### src/rtl/miner_pkg.sv
// ---------------------------------------------------------------------------
// miner_pkg
// Shared definitions for the nonce scheduler and its helpers:
//   SHA256_IV        standard SHA-256 initial chaining value (second hash)
//   STATUS_WAITING   status byte reported while idle
//   STATUS_WORKING   status byte reported while a sweep is running
//   PAD1_LEN         bit length of the 80-byte header (first hash padding)
//   PAD2_LEN         bit length of a 32-byte digest (second hash padding)
//   state_t          scheduler FSM states
// ---------------------------------------------------------------------------
package miner_pkg;

    localparam logic [255:0] SHA256_IV = {
        32'h6a09e667, 32'hbb67ae85, 32'h3c6ef372, 32'ha54ff53a,
        32'h510e527f, 32'h9b05688c, 32'h1f83d9ab, 32'h5be0cd19
    };

    localparam logic [7:0] STATUS_WAITING = 8'hA0;
    localparam logic [7:0] STATUS_WORKING = 8'hA1;

    localparam logic [63:0] PAD1_LEN = 64'd640;
    localparam logic [63:0] PAD2_LEN = 64'd256;

    typedef enum logic [2:0] {
        IDLE,
        H1_REQ,
        H1_WAIT,
        H2_REQ,
        H2_WAIT,
        CHECK
    } state_t;

endpackage

### src/rtl/miner_target_check.sv
// ---------------------------------------------------------------------------
// miner_target_check
// Difficulty test on a final double-SHA digest. The hash is compared as a
// byte-reversed number, so its leading zeros sit at the low end of the
// digest word as delivered by the core.
//   digest  in  256  final digest (second compression output)
//   hit     out 1    low DIFF_BITS bits of digest are all zero
// DIFF_BITS is expected to be a multiple of 8 in 8..64.
// ---------------------------------------------------------------------------
module miner_target_check #(
    parameter int DIFF_BITS = 32
) (
    input  logic [255:0] digest,
    output logic         hit
);

    assign hit = (digest[DIFF_BITS-1:0] == '0);

endmodule

### src/rtl/miner_nonce_sched.sv
// ---------------------------------------------------------------------------
// miner_nonce_sched
// Drives one shared SHA-256 compression core through the Bitcoin double
// hash for each nonce of a job, stopping at the first qualifying nonce or
// when the range is used up.
//
// Ports:
//   clk, reset          clock, synchronous active-high reset
//   job_valid           pulse: load job_h_prev/job_m and start a sweep
//   job_h_prev, job_m   midstate of header bytes 0..63, header bytes 64..75
//   nonce_start/_end    inclusive sweep range (NONCE_RANGE_EN builds only)
//   abort               pulse: drop the current sweep
//   sha_ready/start     core handshake; start only issued while ready
//   sha_iv, sha_block   chaining value / message block for the core
//   sha_done/digest     core result pulse and digest (IV already added)
//   busy, status_code   sweep in progress, A1/A0 status byte
//   found, found_nonce  sticky hit flag and winning nonce
//   exhausted           sticky: range finished with no hit
//
// Configuration macro: NONCE_RANGE_EN adds nonce_start/nonce_end; without
// it the sweep covers the full 0..2^32-1 space.
// ---------------------------------------------------------------------------
module miner_nonce_sched
    import miner_pkg::*;
#(
    parameter int DIFF_BITS = 32,
    parameter int NONCE_W   = 32
) (
    input  logic               clk,
    input  logic               reset,
    input  logic               job_valid,
    input  logic [255:0]       job_h_prev,
    input  logic [95:0]        job_m,
`ifdef NONCE_RANGE_EN
    input  logic [NONCE_W-1:0] nonce_start,
    input  logic [NONCE_W-1:0] nonce_end,
`endif
    input  logic               abort,
    input  logic               sha_ready,
    output logic               sha_start,
    output logic [255:0]       sha_iv,
    output logic [511:0]       sha_block,
    input  logic               sha_done,
    input  logic [255:0]       sha_digest,
    output logic               busy,
    output logic               found,
    output logic               exhausted,
    output logic [NONCE_W-1:0] found_nonce,
    output logic [7:0]         status_code
);

    state_t               state, state_nx;
    logic [NONCE_W-1:0]   nonce;
    logic [255:0]         h_prev;
    logic [95:0]          m;
    logic [255:0]         d1;
    logic [255:0]         d2;
    logic                 hit;
    logic [NONCE_W-1:0]   start_val;
    logic [NONCE_W-1:0]   end_val;
    logic                 range_bad;

`ifdef NONCE_RANGE_EN
    logic [NONCE_W-1:0]   end_q;

    assign start_val = nonce_start;
    assign end_val   = end_q;
    assign range_bad = (nonce_start > nonce_end);
`else
    assign start_val = '0;
    assign end_val   = '1;
    assign range_bad = 1'b0;
`endif

    miner_target_check #(
        .DIFF_BITS (DIFF_BITS)
    ) u_target_check (
        .digest (d2),
        .hit    (hit)
    );

    // Next state and start pulse. A new job beats abort, and both beat any
    // pending request so a start is never issued in a cycle that tears the
    // sweep down (that would leave an orphan request in the core).
    always_comb begin
        state_nx  = state;
        sha_start = 1'b0;
        if (job_valid) begin
            state_nx = range_bad ? IDLE : H1_REQ;
        end else if (abort) begin
            state_nx = IDLE;
        end else begin
            case (state)
                IDLE: state_nx = IDLE;
                H1_REQ: begin
                    if (sha_ready) begin
                        sha_start = 1'b1;
                        state_nx  = H1_WAIT;
                    end
                end
                H1_WAIT: if (sha_done) state_nx = H2_REQ;
                H2_REQ: begin
                    if (sha_ready) begin
                        sha_start = 1'b1;
                        state_nx  = H2_WAIT;
                    end
                end
                H2_WAIT: if (sha_done) state_nx = CHECK;
                CHECK: begin
                    if (hit || nonce == end_val) state_nx = IDLE;
                    else                         state_nx = H1_REQ;
                end
                default: state_nx = IDLE;
            endcase
        end
    end

    always_ff @(posedge clk) begin
        if (reset) begin
            state       <= IDLE;
            nonce       <= '0;
            found       <= 1'b0;
            exhausted   <= 1'b0;
            found_nonce <= '0;
        end else begin
            state <= state_nx;
            if (job_valid) begin
                h_prev    <= job_h_prev;
                m         <= job_m;
                nonce     <= start_val;
                found     <= 1'b0;
                exhausted <= range_bad;
`ifdef NONCE_RANGE_EN
                end_q     <= nonce_end;
`endif
            end else if (!abort) begin
                case (state)
                    H1_WAIT: if (sha_done) d1 <= sha_digest;
                    H2_WAIT: if (sha_done) d2 <= sha_digest;
                    CHECK: begin
                        if (hit) begin
                            found       <= 1'b1;
                            found_nonce <= nonce;
                        end else if (nonce == end_val) begin
                            // stop here; the counter must not wrap
                            exhausted <= 1'b1;
                        end else begin
                            nonce <= nonce + 1'b1;
                        end
                    end
                    default: ;
                endcase
            end
        end
    end

    // Block assembly: first hash finishes the 80-byte header, second hash
    // re-hashes the 32-byte first digest from the standard IV.
    always_comb begin
        sha_iv    = h_prev;
        sha_block = {m, nonce, 1'b1, 319'b0, PAD1_LEN};
        if (state == H2_REQ) begin
            sha_iv    = SHA256_IV;
            sha_block = {d1, 1'b1, 191'b0, PAD2_LEN};
        end
    end

    assign busy        = (state != IDLE);
    assign status_code = busy ? STATUS_WORKING : STATUS_WAITING;

endmodule

### config.mk
export PLATFORM = sky130hd
export DESIGN_NAME = miner_nonce_sched
export DESIGN_NICKNAME = d
export VERILOG_FILES = /design/src/rtl/miner_pkg.sv /design/src/rtl/miner_target_check.sv /design/src/rtl/miner_nonce_sched.sv
export SDC_FILE = /design/constraint.sdc
export NUM_CORES = 1
export LEC_CHECK = 0
export CAP_MARGIN = 40
export CELL_PAD_IN_SITES_DETAIL_PLACEMENT = 0
export CELL_PAD_IN_SITES_GLOBAL_PLACEMENT = 2
export CORE_AREA = 10 10 550 552
export DETAILED_ROUTE_END_ITERATION = 16
export DIE_AREA = 0 0 560 562
export GPL_TIMING_DRIVEN = 0
export PLACE_DENSITY = 0.4
export SLEW_MARGIN = 10
export SYNTH_ARGS = -nofsm -noshare
export SYNTH_HDL_FRONTEND = slang
export SYNTH_SLANG_ARGS = --single-unit
export TNS_END_PERCENT = 20
### constraint.sdc
create_clock -name clk -period 53.3 [get_ports clk]
set_input_delay 7.995 -clock clk [delete_from_list [all_inputs] [get_ports clk]]
set_output_delay 7.995 -clock clk [all_outputs]
set_load 0.02 [all_outputs]
==> metrics.csv, run 1 <==
stage;metric;value;unit
floorplanning;dieArea;315000;um^2
setup_path;cp-start-kind;input pin;
setup_path;worst_ep_required_time;45.31;ns
cells_and_area;synthToLayoutAreaGrowth;77.4;%
hold_path;worst_hold_path_type;flop to flop;
cells_and_area;nFillCells;32000;
global_route;antenna_found_initial;183;
cts;htree_levels;3;
sta;setup_tns;0;ns
sta;relSlewSlack;42.5;%
cells_and_area;nets;4351;
routing;num_vias;22600;
sta;fin_crit_sh;32.9;%
sta;hold_violations;0;
cts;cts.repair.resized;0;
cts;cts_buffer_depth;4;
yosys;synthArstFlopShare;0;%
placed_design;portBuffers;1164;
routing;drtIter0Drc;1068;
floorplanning;core-area;291000;um^2
yosys;synth_cells;2133;
pwr;p_leak;18.6;nW
floorplanning;initial_core_util;9.87;%
floorplanning;die_x;560;um
cts;cts_num_sinks;709;
setup_path;cp_max_fo;3;
sta;max_freq;0.0570;GHz
yosys;synth_edf_count;640;
routing;drc;0;
yosys;synth-seq-cells;709;
sta;drv_slew;0;
sta;finalClockSkew;0.0560;ns
yosys;synth.avg_cell_area;13.4;um^2
sta;holdWs;0.493;ns
yosys;ys_seq_area_share;71.8;%
cts;root_buffer;clkbuf_16;
sta;setup_viol;0;
cells_and_area;drive_gt1_share;13.7;%
cts;hold_buffers;0;
routing;firstDrtPassIters;4;
sta;rsz0062_at_grt;no;
cts;clk_latency;0.84;ns
global_route;grt_start_max_net_pins;29;
floorplanning;die_h;562;um
sta;period_minus_slack;17.53;ns
routing;routed_wl;204;mm
global_route;grt_remaining_overflow;0;
placed_design;hpwl;176;mm
setup_path;crit_type;input pin to output port;
yosys;yosysUniqueCellTypes;47;
floorplanning;io_pins;1426;
routing;viasPerCell;2.91;
status;status;finished clean;
cts;cts_tree;done;
job;cap_violations;0;
cts;cts-buffers-inserted;108;
setup_path;cp-end-kind;output port;
setup_path;cp_data_arrival_time;9.54;ns
yosys;synth_flop_cell;edfxtp_1;
global_route;grt_pass1_wl;259;mm
global_route;grt_pass1_vias;23700;
yosys;ys_warn_count;0;
floorplanning;rows;198;
sta;worstMarginPinSlew;0.863;ns
cts;cts_setup_buffers;0;
yosys;synthesis.area;28700;um^2
global_route;track_usage;12.3;%
pwr;peakVddDrop;0.0250;mV
cts;cts.clk_slew.worst_paths;0.06;ns
routing;wire_per_inst;26.2;um
pwr;p_per_area;30.7;nW/um^2
placed_design;gp_congestion;0.780;
setup_path;regToRegSetupSlack;49.47;ns
routing;antenna_left;0;
-- path summary, 6_finish.rpt --
| kind | from | depth (start not counted) | to |
|---|---|---|---|
| worst max-delay path | sha_ready | 4 | sha_start |
| worst min-delay path | found_nonce[1] | 2 | found_nonce[1] |
| worst max register to register | state[0] | 11 | d1[50] |
| worst min register to register | found_nonce[1] | 2 | found_nonce[1] |
-- report_power, final --
part	switching (mW)	internal, mW
Combinational	0.0967	0.0938
Sequential	0.00854	0.627
Clock	0.295	0.441
Total	0.400	1.16
-- flip-flops by register name, indices dropped and copies added (netlist names) --
signal / cells
h_prev: 256
d2: 32
nonce: 32
found_nonce: 32
found: 1
state: 3
d1: 256
m: 96
exhausted: 1
-- through the flow --
step | cell area (um^2) | total power [mW] | utilization, % | instances | setup slack (ns)
final | 50900 | 1.56 | 17.5 | 7772 | 35.77
after global routing | 50800 | 1.63 | 17.5 | 7727 | 35.60
after CTS | 50800 | 1.60 | 17.5 | 7724 | 35.71
after detailed placement | 47200 | 0.841 | 16.3 | 7526 | 35.71
after global placement | 46200 | 0.850 | 15.9 | 7454 | 3.99
after floorplan | 29600 | 0.723 | - | 2390 | 24.38
-- cells in the mapped netlist (all sizes together), types with 8 or more instances --
library cell    n  area, um^2
mux2i          36         360
buf           278        2080
nand2         401        1510
nor4           18         125
o31ai          15         113
nor2           49         184
nand3          15        75.1
clkbuf         94         354
dfxtp          69        1380
o211ai          9        67.6
and4            8        70.1
o21ai          14        70.1
a21oi          27         135
and3          130         813
or4            19         143
edfxtp        640       19200
nand2b        139         870
or3            13        83.8
and2          122         763
nand4          14         103
-- worst max-delay path, stage by stage --
cell and delay [ns]:
clkdlybuf4s50_1 0.54, nand2_1 0.10, nor4_1 0.18, clkdlybuf4s50_1 0.72
-- routing by layer --
metal	up-vias	global-route usage, %	share of wire, %
met2	1066	22.0	50
met4	192	1.95	1.5
met3	349	7.26	12
met1	10700	12.7	36
met5	-	0	0.62
li1	10300	-	-
-- cell usage in the layout, fill, tap and decap left out, types with 3 or more instances in the layout --
cell,count
buf_12,13
mux2i_1,36
clkbuf_1,106
buf_16,10
dfxtp_1,69
and2_1,122
o211ai_1,9
and3_1,130
conb_1,259
a21oi_1,27
or3_1,11
clkbuf_2,7
o31ai_1,15
nor2_1,48
clkbuf_8,4
nand3_1,15
inv_6,3
nor4_1,16
buf_2,9
clkinvlp_4,3
o21ai_0,13
clkinv_4,5
clkinv_2,16
nand4_1,13
nand2_1,400
diode_2,48
and4_1,8
clkbuf_16,109
or4_1,19
clkinv_1,25
buf_6,20
edfxtp_1,640
clkdlybuf4s50_1,1164
bufinv_16,13
buf_8,8
buf_4,288
nand2b_1,139
-- kinds of logic (layout without fill, tap and decap cells) --
family | after synthesis | after routing | share of synthesized area, %
DFF | 709 | 709 | 71.8
xor gates and xnor gates | 1 | 1 | 0.0305
buffers and inverters | 376 | 1810 | 8.55
adders and majority gates | 1 | 1 | 0.0436
other | 2 | 307 | 0.0262
muxes | 36 | 36 | 1.26
and+or+nand+nor | 937 | 937 | 16.7
AOI/OAI and AO/OA | 71 | 71 | 1.53
-- layout make-up --
cell class / count / area, um^2 / share of cell area, %
clock buffers: 132 / 2850 / 5.61
repair buffers: 1236 / 12700 / 24.9
well taps: 3900 / 4880 / 9.59
clock inverters: 66 / 686 / 1.35
plain buffers: 373 / 2450 / 4.81
multi-input cells: 1305 / 6630 / 13.0
inverters: 3 / 11.3 / 0.0221
diodes: 48 / 120 / 0.236
flip-flops and latches: 709 / 20600 / 40.5
(Power assumes the default switching activity.)
==> run 2: changes to the inputs <==
--- a/config.mk
+++ b/config.mk
@@ -8,11 +8,11 @@
 export CAP_MARGIN = 40
 export CELL_PAD_IN_SITES_DETAIL_PLACEMENT = 0
 export CELL_PAD_IN_SITES_GLOBAL_PLACEMENT = 2
-export CORE_AREA = 10 10 550 552
+export CORE_AREA = 10 10 555 557
 export DETAILED_ROUTE_END_ITERATION = 16
-export DIE_AREA = 0 0 560 562
+export DIE_AREA = 0 0 565 567
 export GPL_TIMING_DRIVEN = 0
-export PLACE_DENSITY = 0.4
+export PLACE_DENSITY = 0.39
 export SLEW_MARGIN = 10
 export SYNTH_ARGS = -nofsm -noshare
 export SYNTH_HDL_FRONTEND = slang
==> constraint.sdc (replaced) <==
create_clock -name clk -period 17.65 [get_ports clk]
set_input_delay 2.6475 -clock clk [delete_from_list [all_inputs] [get_ports clk]]
set_output_delay 2.6475 -clock clk [all_outputs]
set_load 0.02 [all_outputs]
==> run 2 against run 1 <==
  * Setup slack lost 26 ns
  * Via count decreased by 0.59%
  * Sequential share of layout area grew 0.14 points
  * First-iteration DRC count is 6.6% lower
  * Highest routed layer unchanged
==> metrics.csv, run 2 (synthesis results as in run 1) <==
stage;metric;value;unit
sta;fin_crit_sh;43.7;%
floorplanning;die_h;567;um
cts;cts_tree;done;
cts;cts.clk_slew.worst_paths;0.06;ns
cts;cts_buffer_depth;4;
floorplanning;rows;200;
routing;drtIter0Drc;997;
sta;worst_slack;9.93;ns
cells_and_area;finalNonFillerCells;7794;
setup_path;cp_max_fo;10;
cells_and_area;nets;4342;
hold_path;hp-start;found;
floorplanning;initial_core_util;9.68;%
cts;root_buffer;clkbuf_16;
floorplanning;die_x;565;um
cts;clk_latency;0.80;ns
cts;cts-buffers-inserted;105;
routing;wire_per_inst;26.3;um
routing;num_vias;22500;
global_route;grt_remaining_overflow;0;
sta;period_minus_slack;7.72;ns
pwr;p_per_area;90.2;nW/um^2
cells_and_area;nFillCells;32900;
setup_path;crit_start;state[1];
placed_design;portBuffers;1164;
setup_path;cp-start-kind;flop;
cells_and_area;final_common_cell;clkdlybuf4s50_1;
routing;routed_wl;205;mm
sta;worstMarginPinSlew;0.797;ns
global_route;antenna_found_initial;194;
floorplanning;core-area;296000;um^2
sta;max_freq;0.130;GHz
sta;holdWs;0.473;ns
pwr;peakVddDrop;0.0708;mV
job;cap_violations;0;
global_route;grt_pass1_wl;257;mm
routing;firstDrtPassIters;5;
sta;relSlewSlack;46.9;%
placed_design;pre_cts_slack;10.33;ns
cells_and_area;reg.largest.list;d1: 256 flops, h_prev: 256 flops, m: 96 flops;
setup_path;r2r_start;nonce[0];
status;status;finished clean;
cells_and_area;final_cell_mix;clkdlybuf4s50_1 (1164), edfxtp_1 (640), nand2_1 (400), buf_4 (265), conb_1 (259);
global_route;track_usage;12.2;%
sta;rsz0062_at_grt;no;
setup_path;crit_type;flop to output port;
sta;setup_viol;0;
setup_path;cp-end-kind;output port;
cts;hold_buffers;0;
sta;finalClockSkew;0.0335;ns
floorplanning;dieArea;320000;um^2
global_route;grt_start_max_net_pins;29;
placed_design;dpl.cell_count;7559;
cells_and_area;drive_gt1_share;13.2;%
cts;cts_setup_buffers;0;
setup_path;worst_ep_required_time;15.00;ns
global_route;grt_pass1_vias;23300;
routing;antenna_left;0;
setup_path;cp_data_arrival_time;5.07;ns
pwr;p_leak;18.4;nW
placed_design;hpwl;178;mm
sta;setup_tns;0;ns
floorplanning;io_pins;1426;
cts;cts.repair.resized;0;
cts;htree_levels;3;
sta;hold_violations;0;
cells_and_area;synthToLayoutAreaGrowth;76.8;%
routing;drc;0;
sta;drv_slew;0;
hold_path;worst_hold_path_type;flop to flop;
routing;viasPerCell;2.88;
cts;cts_num_sinks;709;
placed_design;gp_congestion;0.784;
[run 2: cell types whose count changed in the layout (fill, tap and decap cells not counted), moves of 4 or more]
cell	previous run	this run
buf_8	8	32
buf_4	288	265
clkbuf_1	106	124
clkinv_1	25	8
bufinv_16	13	6
buf_6	20	14
clkbuf_2	7	3
[run 2: final timing paths]
check                           slack [ns]  depth (start not counted)             end
worst max-delay path                  9.93                         10  sha_block[501]
worst min-delay path                  0.47                          2           found
worst max register to register       14.05                          8        nonce[8]
worst min register to register        0.47                          2           found
[run 2: final cells by class]
class,instances,area [um^2],area share (%)
multi-input cells,1305,6620,13.1
inverters,3,11.3,0.0222
clock buffers,144,2850,5.61
repair buffers,1230,12700,25.1
well taps,3939,4930,9.72
clock inverters,40,410,0.809
flip-flops and latches,709,20600,40.6
plain buffers,373,2440,4.82
diodes,51,128,0.252
[run 2: through the flow]
step	utilization (%)	total power, mW	area [um^2]
floorplan	-	2.18	29700
global placement	15.6	2.57	46200
finish	17.1	4.58	50700
CTS	17.1	4.70	50600
detailed placement	16.0	2.55	47300
global route	17.1	4.78	50600
[run 2: critical path, cell delays in order, from the launching register on]
cell and delay, ns:
dfxtp_1 0.43, nor2b_1 0.44, nand2_2 0.51, clkinv_1 0.37
buf_16 0.18, clkbuf_1 0.42, buf_8 0.21, clkbuf_1 0.60
nand2_1 0.12, nand2_1 0.20, clkdlybuf4s50_1 0.73
[run 2: where the power goes]
part / leakage [nW] / internal, mW / total [mW] / switching (mW)
Combinational: 10.4 / 0.283 / 0.581 / 0.298
Sequential: 6.45 / 1.89 / 1.92 / 0.0270
Clock: 1.59 / 1.21 / 2.08 / 0.863
Total: 18.4 / 3.39 / 4.58 / 1.19
[run 2: routing by layer]
| metal | vias to the layer above | part of all wire [%] | track usage [%] |
|---|---|---|---|
| li1 | 10200 | - | - |
| met1 | 10600 | 35 | 12.3 |
| met2 | 1094 | 51 | 22.2 |
| met3 | 370 | 12 | 6.59 |
| met4 | 196 | 1.8 | 2.12 |
| met5 | - | 0.61 | 0 |
